File: config.mk
export PLATFORM = sky130hd
export DESIGN_NAME = ioctl_rom_loader
export DESIGN_NICKNAME = d
export VERILOG_FILES = /design/src/rtl/ioctl_rom_loader.sv
export SDC_FILE = /design/constraint.sdc
export NUM_CORES = 1
export LEC_CHECK = 0
export BUFFER_PORTS_ARGS = -buffer_cell sky130_fd_sc_hd__buf_4
export CORE_MARGIN = 2
export CORE_UTILIZATION = 61
export CTS_CLUSTER_DIAMETER = 80
export DETAILED_ROUTE_END_ITERATION = 8
export HOLD_SLACK_MARGIN = 0.06
export MAX_ROUTING_LAYER = met4
export PLACE_DENSITY = 0.9
export SLEW_MARGIN = 20
export SYNTH_ARGS = -nofsm -noshare
export SYNTH_HDL_FRONTEND = slang
export SYNTH_SLANG_ARGS = --single-unit
export TNS_END_PERCENT = 100
File: constraint.sdc
create_clock -name i_EMU_MCLK -period 5.19 [get_ports i_EMU_MCLK]
set_input_delay 0.519 -clock i_EMU_MCLK [delete_from_list [all_inputs] [get_ports i_EMU_MCLK]]
set_output_delay 0.519 -clock i_EMU_MCLK [all_outputs]
set_load 0.02 [all_outputs]
File: src/rtl/ioctl_rom_loader.sv
// ioctl_rom_loader: packs the hps_io ROM download byte stream into 16-bit SDRAM writes through a small FIFO.
// Optional build macro IOCTL_LOADER_CHECKSUM_EN enables the running 16-bit byte checksum on o_CHECKSUM.
module ioctl_rom_loader #(
    parameter int ROM_INDEX  = 0,
    parameter int SDRAM_AW   = 22,
    parameter int FIFO_DEPTH = 4
) (
    input  logic                i_EMU_MCLK,
    input  logic                i_EMU_RST_n,
    input  logic                ioctl_download,
    input  logic [15:0]         ioctl_index,
    input  logic                ioctl_wr,
    input  logic [26:0]         ioctl_addr,
    input  logic [7:0]          ioctl_data,
    output logic                ioctl_wait,
    output logic                o_SDRAM_REQ,
    output logic [SDRAM_AW-1:0] o_SDRAM_ADDR,
    output logic [15:0]         o_SDRAM_DATA,
    output logic [1:0]          o_SDRAM_BE,
    input  logic                i_SDRAM_ACK,
    output logic                o_BUSY,
    output logic                o_DONE,
    output logic                o_OVERFLOW,
    output logic [15:0]         o_CHECKSUM
);

    localparam int PW = $clog2(FIFO_DEPTH);
    localparam int CW = PW + 1;
    localparam int EW = SDRAM_AW + 18;
    localparam logic [7:0]    LP_IDX  = 8'(ROM_INDEX);
    localparam logic [CW-1:0] LP_FULL = CW'(FIFO_DEPTH);
    localparam logic [CW-1:0] LP_HIGH = CW'(FIFO_DEPTH - 1);

    typedef enum logic [2:0] {
        ST_IDLE  = 3'd0,
        ST_LOAD  = 3'd1,
        ST_FLUSH = 3'd2,
        ST_DRAIN = 3'd3,
        ST_DONE  = 3'd4
    } state_t;

    state_t r_state;
    state_t w_state_nxt;

    logic                r_pend_vld;
    logic [SDRAM_AW-1:0] r_pend_addr;
    logic [15:0]         r_pend_data;
    logic [1:0]          r_pend_be;

    logic [EW-1:0]       r_fifo [FIFO_DEPTH];
    logic [PW-1:0]       r_wr_ptr;
    logic [PW-1:0]       r_rd_ptr;
    logic [CW-1:0]       r_count;

    logic                r_req;
    logic [SDRAM_AW-1:0] r_addr;
    logic [15:0]         r_data;
    logic [1:0]          r_be;
    logic                r_busy;
    logic                r_done;
    logic                r_wait;
    logic                r_ovf;

    logic                w_idx_match;
    logic                w_accept;
    logic                w_start;
    logic [SDRAM_AW-1:0] w_waddr;
    logic                w_lane;
    logic [15:0]         w_mrg_data;
    logic [1:0]          w_mrg_be;
    logic                w_push;
    logic [EW-1:0]       w_push_entry;
    logic                w_pend_vld_nxt;
    logic [SDRAM_AW-1:0] w_pend_addr_nxt;
    logic [15:0]         w_pend_data_nxt;
    logic [1:0]          w_pend_be_nxt;
    logic                w_full;
    logic                w_wr_en;
    logic                w_drop;
    logic                w_pop;
    logic [CW-1:0]       w_count_nxt;
    logic                w_unused;

    // Bits above the word address and the upper index byte are intentionally ignored.
    assign w_unused    = &{1'b0, ioctl_index[15:8], ioctl_addr[26:SDRAM_AW+1]};
    assign w_idx_match = (ioctl_index[7:0] == LP_IDX);
    assign w_accept    = (r_state == ST_LOAD) && ioctl_wr && w_idx_match;
    assign w_start     = (r_state == ST_IDLE) && (w_state_nxt == ST_LOAD);
    assign w_waddr     = ioctl_addr[SDRAM_AW:1];
    assign w_lane      = ioctl_addr[0];
    assign w_full      = (r_count == LP_FULL);
    assign w_wr_en     = w_push && !w_full;
    assign w_drop      = w_push && w_full;
    assign w_pop       = r_req && i_SDRAM_ACK;

    // Next-state decode of the load sequencer.
    always_comb begin
        w_state_nxt = r_state;
        case (r_state)
            ST_IDLE:  w_state_nxt = (ioctl_download && w_idx_match) ? ST_LOAD : ST_IDLE;
            ST_LOAD:  w_state_nxt = ioctl_download ? ST_LOAD : ST_FLUSH;
            ST_FLUSH: w_state_nxt = ST_DRAIN;
            ST_DRAIN: w_state_nxt = ((r_count == {CW{1'b0}}) && !r_req) ? ST_DONE : ST_DRAIN;
            ST_DONE:  w_state_nxt = ST_IDLE;
            default:  w_state_nxt = ST_IDLE;
        endcase
    end

    // Byte packing: merge into the pending word or retire it to the FIFO (one push per cycle).
    always_comb begin
        w_push          = 1'b0;
        w_push_entry    = {r_pend_addr, r_pend_data, r_pend_be};
        w_pend_vld_nxt  = r_pend_vld;
        w_pend_addr_nxt = r_pend_addr;
        w_pend_data_nxt = r_pend_data;
        w_pend_be_nxt   = r_pend_be;
        w_mrg_data      = r_pend_data;
        w_mrg_be        = r_pend_be;
        if (w_lane) begin
            w_mrg_data[15:8] = ioctl_data;
            w_mrg_be[1]      = 1'b1;
        end else begin
            w_mrg_data[7:0]  = ioctl_data;
            w_mrg_be[0]      = 1'b1;
        end
        if (w_accept) begin
            if (r_pend_vld && (r_pend_addr == w_waddr)) begin
                if (w_mrg_be == 2'b11) begin
                    w_push          = 1'b1;
                    w_push_entry    = {r_pend_addr, w_mrg_data, 2'b11};
                    w_pend_vld_nxt  = 1'b0;
                    w_pend_data_nxt = 16'h0000;
                    w_pend_be_nxt   = 2'b00;
                end else begin
                    w_pend_data_nxt = w_mrg_data;
                    w_pend_be_nxt   = w_mrg_be;
                end
            end else begin
                w_push          = r_pend_vld;
                w_pend_vld_nxt  = 1'b1;
                w_pend_addr_nxt = w_waddr;
                w_pend_data_nxt = w_lane ? {ioctl_data, 8'h00} : {8'h00, ioctl_data};
                w_pend_be_nxt   = w_lane ? 2'b10 : 2'b01;
            end
        end else if ((r_state == ST_FLUSH) && r_pend_vld) begin
            w_push          = 1'b1;
            w_pend_vld_nxt  = 1'b0;
            w_pend_data_nxt = 16'h0000;
            w_pend_be_nxt   = 2'b00;
        end else begin
            w_push = 1'b0;
        end
    end

    // FIFO occupancy after this cycle's push and pop.
    always_comb begin
        w_count_nxt = r_count;
        case ({w_wr_en, w_pop})
            2'b10:   w_count_nxt = r_count + {{(CW-1){1'b0}}, 1'b1};
            2'b01:   w_count_nxt = r_count - {{(CW-1){1'b0}}, 1'b1};
            default: w_count_nxt = r_count;
        endcase
    end

    // Sequencer state and registered status outputs.
    always_ff @(posedge i_EMU_MCLK or negedge i_EMU_RST_n) begin
        if (!i_EMU_RST_n) begin
            r_state <= ST_IDLE;
            r_busy  <= 1'b0;
            r_done  <= 1'b0;
            r_wait  <= 1'b0;
            r_ovf   <= 1'b0;
        end else begin
            r_state <= w_state_nxt;
            r_busy  <= (w_state_nxt != ST_IDLE);
            r_done  <= (w_state_nxt == ST_DONE);
            r_wait  <= (w_count_nxt >= LP_HIGH) || (w_state_nxt == ST_FLUSH) ||
                       (w_state_nxt == ST_DRAIN) || (w_state_nxt == ST_DONE);
            if (w_start) begin
                r_ovf <= 1'b0;
            end else if (w_drop) begin
                r_ovf <= 1'b1;
            end
        end
    end

    // Pending half-assembled word.
    always_ff @(posedge i_EMU_MCLK or negedge i_EMU_RST_n) begin
        if (!i_EMU_RST_n) begin
            r_pend_vld  <= 1'b0;
            r_pend_addr <= {SDRAM_AW{1'b0}};
            r_pend_data <= 16'h0000;
            r_pend_be   <= 2'b00;
        end else begin
            r_pend_vld  <= w_pend_vld_nxt;
            r_pend_addr <= w_pend_addr_nxt;
            r_pend_data <= w_pend_data_nxt;
            r_pend_be   <= w_pend_be_nxt;
        end
    end

    // Write FIFO storage and pointers; a push into a full FIFO is discarded.
    always_ff @(posedge i_EMU_MCLK or negedge i_EMU_RST_n) begin
        if (!i_EMU_RST_n) begin
            for (int i = 0; i < FIFO_DEPTH; i++) begin
                r_fifo[i] <= {EW{1'b0}};
            end
            r_wr_ptr <= {PW{1'b0}};
            r_rd_ptr <= {PW{1'b0}};
            r_count  <= {CW{1'b0}};
        end else begin
            if (w_wr_en) begin
                r_fifo[r_wr_ptr] <= w_push_entry;
                r_wr_ptr         <= r_wr_ptr + {{(PW-1){1'b0}}, 1'b1};
            end
            if (w_pop) begin
                r_rd_ptr <= r_rd_ptr + {{(PW-1){1'b0}}, 1'b1};
            end
            r_count <= w_count_nxt;
        end
    end

    // SDRAM request: latch the FIFO head, hold it until ACK, then idle for one cycle.
    always_ff @(posedge i_EMU_MCLK or negedge i_EMU_RST_n) begin
        if (!i_EMU_RST_n) begin
            r_req  <= 1'b0;
            r_addr <= {SDRAM_AW{1'b0}};
            r_data <= 16'h0000;
            r_be   <= 2'b00;
        end else if (w_pop) begin
            r_req <= 1'b0;
        end else if (!r_req && (r_count != {CW{1'b0}})) begin
            r_req                  <= 1'b1;
            {r_addr, r_data, r_be} <= r_fifo[r_rd_ptr];
        end
    end

`ifdef IOCTL_LOADER_CHECKSUM_EN
    logic [15:0] r_csum;

    // Wrapping sum of every accepted byte, restarted when a new load begins.
    always_ff @(posedge i_EMU_MCLK or negedge i_EMU_RST_n) begin
        if (!i_EMU_RST_n) begin
            r_csum <= 16'h0000;
        end else if (w_start) begin
            r_csum <= 16'h0000;
        end else if (w_accept) begin
            r_csum <= r_csum + {8'h00, ioctl_data};
        end
    end

    assign o_CHECKSUM = r_csum;
`else
    assign o_CHECKSUM = 16'h0000;
`endif

    assign ioctl_wait   = r_wait;
    assign o_SDRAM_REQ  = r_req;
    assign o_SDRAM_ADDR = r_addr;
    assign o_SDRAM_DATA = r_data;
    assign o_SDRAM_BE   = r_be;
    assign o_BUSY       = r_busy;
    assign o_DONE       = r_done;
    assign o_OVERFLOW   = r_ovf;

endmodule

==> results.cfg <==
[clock_network]
post_cts_resized = 0
cts_hold_buf = 0
numCtsBuffers = 26
insertion_delay_ns = 0.53
postCtsSetupRepairBufs = 0
htree_levels = 1
cts.sinks = 256
clk_pin_slew_ns = 0.06
root_buffer = clkbuf_16
cts_buffer_depth = 3
cts_tree = built

[final_layout]
mostFrequentLayoutCell = dfrtp_1
fin_area_um2 = 13400
mostFrequentLayoutCells = dfrtp_1, mux2_4, mux2_2, buf_4, mux4_2
syn_to_final_growth_pct = 13.1
nNetsFinal = 860
fin_util = 0.710
drive_above_1_share = 0.490
num_antenna_cells = 0

[timing]
final-hold-violation-count = 0
worst_pin_slew_ns = 0.989
final.setup.tns_ns = 0
slew_viol_final = 0
fin_skew_ns = 0.0228
relSlewSlack = 0.341
fmax_ghz = 0.294
rsz0062_at_grt = false
setup_viol = 0
period_share = 0.656
period_minus_slack_ns = 3.41

[setup_path]
path_common_cell = xor2_1
path_cells = xnor2_1 -> nand4_1 -> nor4_4 -> a31oi_4 -> nand2_1 -> ha_1 -> inv_1 -> fa_1 -> xor2_1 -> nor2_1 -> xor2_1 -> a2111o_1
critPathTopFamily = simple AND/OR/NAND/NOR gates
cp_data_arrival_time_ns = 3.81
slowest_stage = nor4_4
worstSetupPathType = reg2reg
worst-path-buf-inv = 1
worstPathMaxFanout = 6
slowest_delay_ns = 0.53
cp-end-kind = flop
cp-start-kind = flop
cp.required_ns = 5.59

[floorplan]
die_w_um = 143
die_y_um = 143
start_util = 0.628
die-area_um2 = 20600
rows = 50
pin_count = 117
core_area_um2 = 18900

[power_and_ir_drop]
power_leakage_nw = 6.91
p_per_area_nw_per_um2 = 343
vdd_ir_drop_max_uv = 282

[route]
routed_via_density = 5.99
drtIter0Drc = 368
num_vias = 6443
drt-total-wl_um = 24500
drcViolationCount = 0
firstDrtPassIters = 4
antenna_left = 0
wl_per_cell_um = 22.8

[logic_synthesis]
syn-cell-area_um2 = 11900
yosysWarnings = 0
syn_inst = 715
ys_ff_latch = 256
avgSynthCellArea_um2 = 16.6
synthDistinctLibCells = 46
seq_area_frac_synth = 0.540

[grt]
grt_util_all_layers = 0.256
overflow = 0
grt_antenna_before_repair = 0
grt_pass1_wl_um = 39700
grt_pass1_vias = 7155
grt_start_max_net_pins = 145

[job]
drv_cap = 0

[placed_design]
gp_congestion = 0.826
portBuffers = 88
dp_hpwl_um = 14900
placed_cell_area_um2 = 12600

[hold_path]
min_path_type = in2async

[status]
outcome = completed
==> Yosys cell counts, drive strengths merged <==
cell type | number | area [µm²]
nand2 | 7 | 26.3
and4bb | 1 | 12.5
a211oi | 1 | 7.51
a21o | 2 | 15.0
ha | 5 | 62.6
buf | 45 | 369
nand2b | 1 | 6.26
a31oi | 3 | 33.8
a2111o | 1 | 11.3
nor2b | 1 | 6.26
xor2 | 3 | 26.3
a21oi | 5 | 28.8
mux2 | 240 | 3130
mux2i | 1 | 10.0
inv | 7 | 26.3
and2 | 3 | 18.8
nor3 | 4 | 20.0
conb | 1 | 3.75
nor4 | 4 | 52.6
and3 | 1 | 6.26
nand4 | 5 | 31.3
nor2 | 12 | 45.0
nand3 | 7 | 95.1
o21ai | 2 | 10.0
mux4 | 40 | 901
a41o | 4 | 40.0
a311oi | 2 | 30.0
xnor2 | 25 | 219
a22o | 16 | 140
fa | 1 | 20.0
or3b | 1 | 8.76
clkbuf | 7 | 26.3
a41oi | 1 | 8.76
dfrtp | 256 | 6410
==> routing by layer <==
| layer | global-route usage | up-vias | wire (µm) |
|---|---|---|---|
| met5 | - | - | 0 |
| met4 | 0.0635 | 0 | 386 |
| met3 | 0.0367 | 37 | 1170 |
| met2 | 0.428 | 183 | 12800 |
| met1 | 0.334 | 3458 | 10100 |
| li1 | - | 2765 | - |
==> through the flow <==
stage	std cells	setup WS (ns)	total power, mW	hold slack (ns)
6_report	1075	1.78	4.60	0.0434
5_1_grt	1075	1.63	4.76	0.134
4_1_cts	1075	1.75	4.63	0.0924
3_5_place_dp	1030	1.60	2.80	0.480
3_3_place_gp	1030	1.72	2.77	0.469
2_1_floorplan	730	2.22	2.59	0.223
==> state kept, by name (all words and copies together), names as in the netlist, 2 cells and up <==
name          flops
o_SDRAM_ADDR     22
r_fifo          160
r_wr_ptr          2
r_count           3
r_pend_be         2
r_state           3
o_SDRAM_BE        2
r_pend_data      16
o_SDRAM_DATA     16
r_rd_ptr          2
r_pend_addr      22
==> logic make-up after synthesis <==
logic type	synth area share
flip-flops	0.540
XOR/XNOR	0.0207
multiplexers	0.341
AND/OR/NAND/NOR	0.0277
buffers and inverters	0.0356
adder cells (fa/ha/maj)	0.00696
AO/OA/AOI/OAI	0.0274
other	0.000316
==> power breakdown <==
part	total, mW	leakage [nW]	internal (mW)	switching (mW)
Clock	1.84	0.420	1.08	0.758
Sequential	2.23	3.54	2.04	0.190
Combinational	0.524	2.94	0.258	0.266
==> final cells by class <==
type,count,area (µm²)
Timing Repair Buffer,92,711
Inverter,7,26.3
Fill cell,1185,5480
Clock inverter,7,63.8
Multi-Input combinational cell,415,5090
Sequential cell,256,6410
Tap cell,260,325
Clock buffer,38,777
==> path summary, 6_finish.rpt <==
| check | start | endpoint | cells past startpoint | slack [ns] |
|---|---|---|---|---|
| hold / removal | i_EMU_RST_n | o_SDRAM_DATA[3] | 1 | 0.04 |
| hold reg to reg | r_fifo[17] | r_fifo[17] | 1 | 0.49 |
| min in group i_EMU_MCLK | ioctl_download | o_OVERFLOW | 2 | 0.24 |
| setup / recovery | r_pend_addr[11] | ioctl_wait | 12 | 1.78 |
| setup reg to reg | r_pend_addr[11] | ioctl_wait | 12 | 1.78 |
| max in group asynchronous | i_EMU_RST_n | r_pend_data[7] | 2 | 3.91 |
Power figures use the tool's default switching activity.
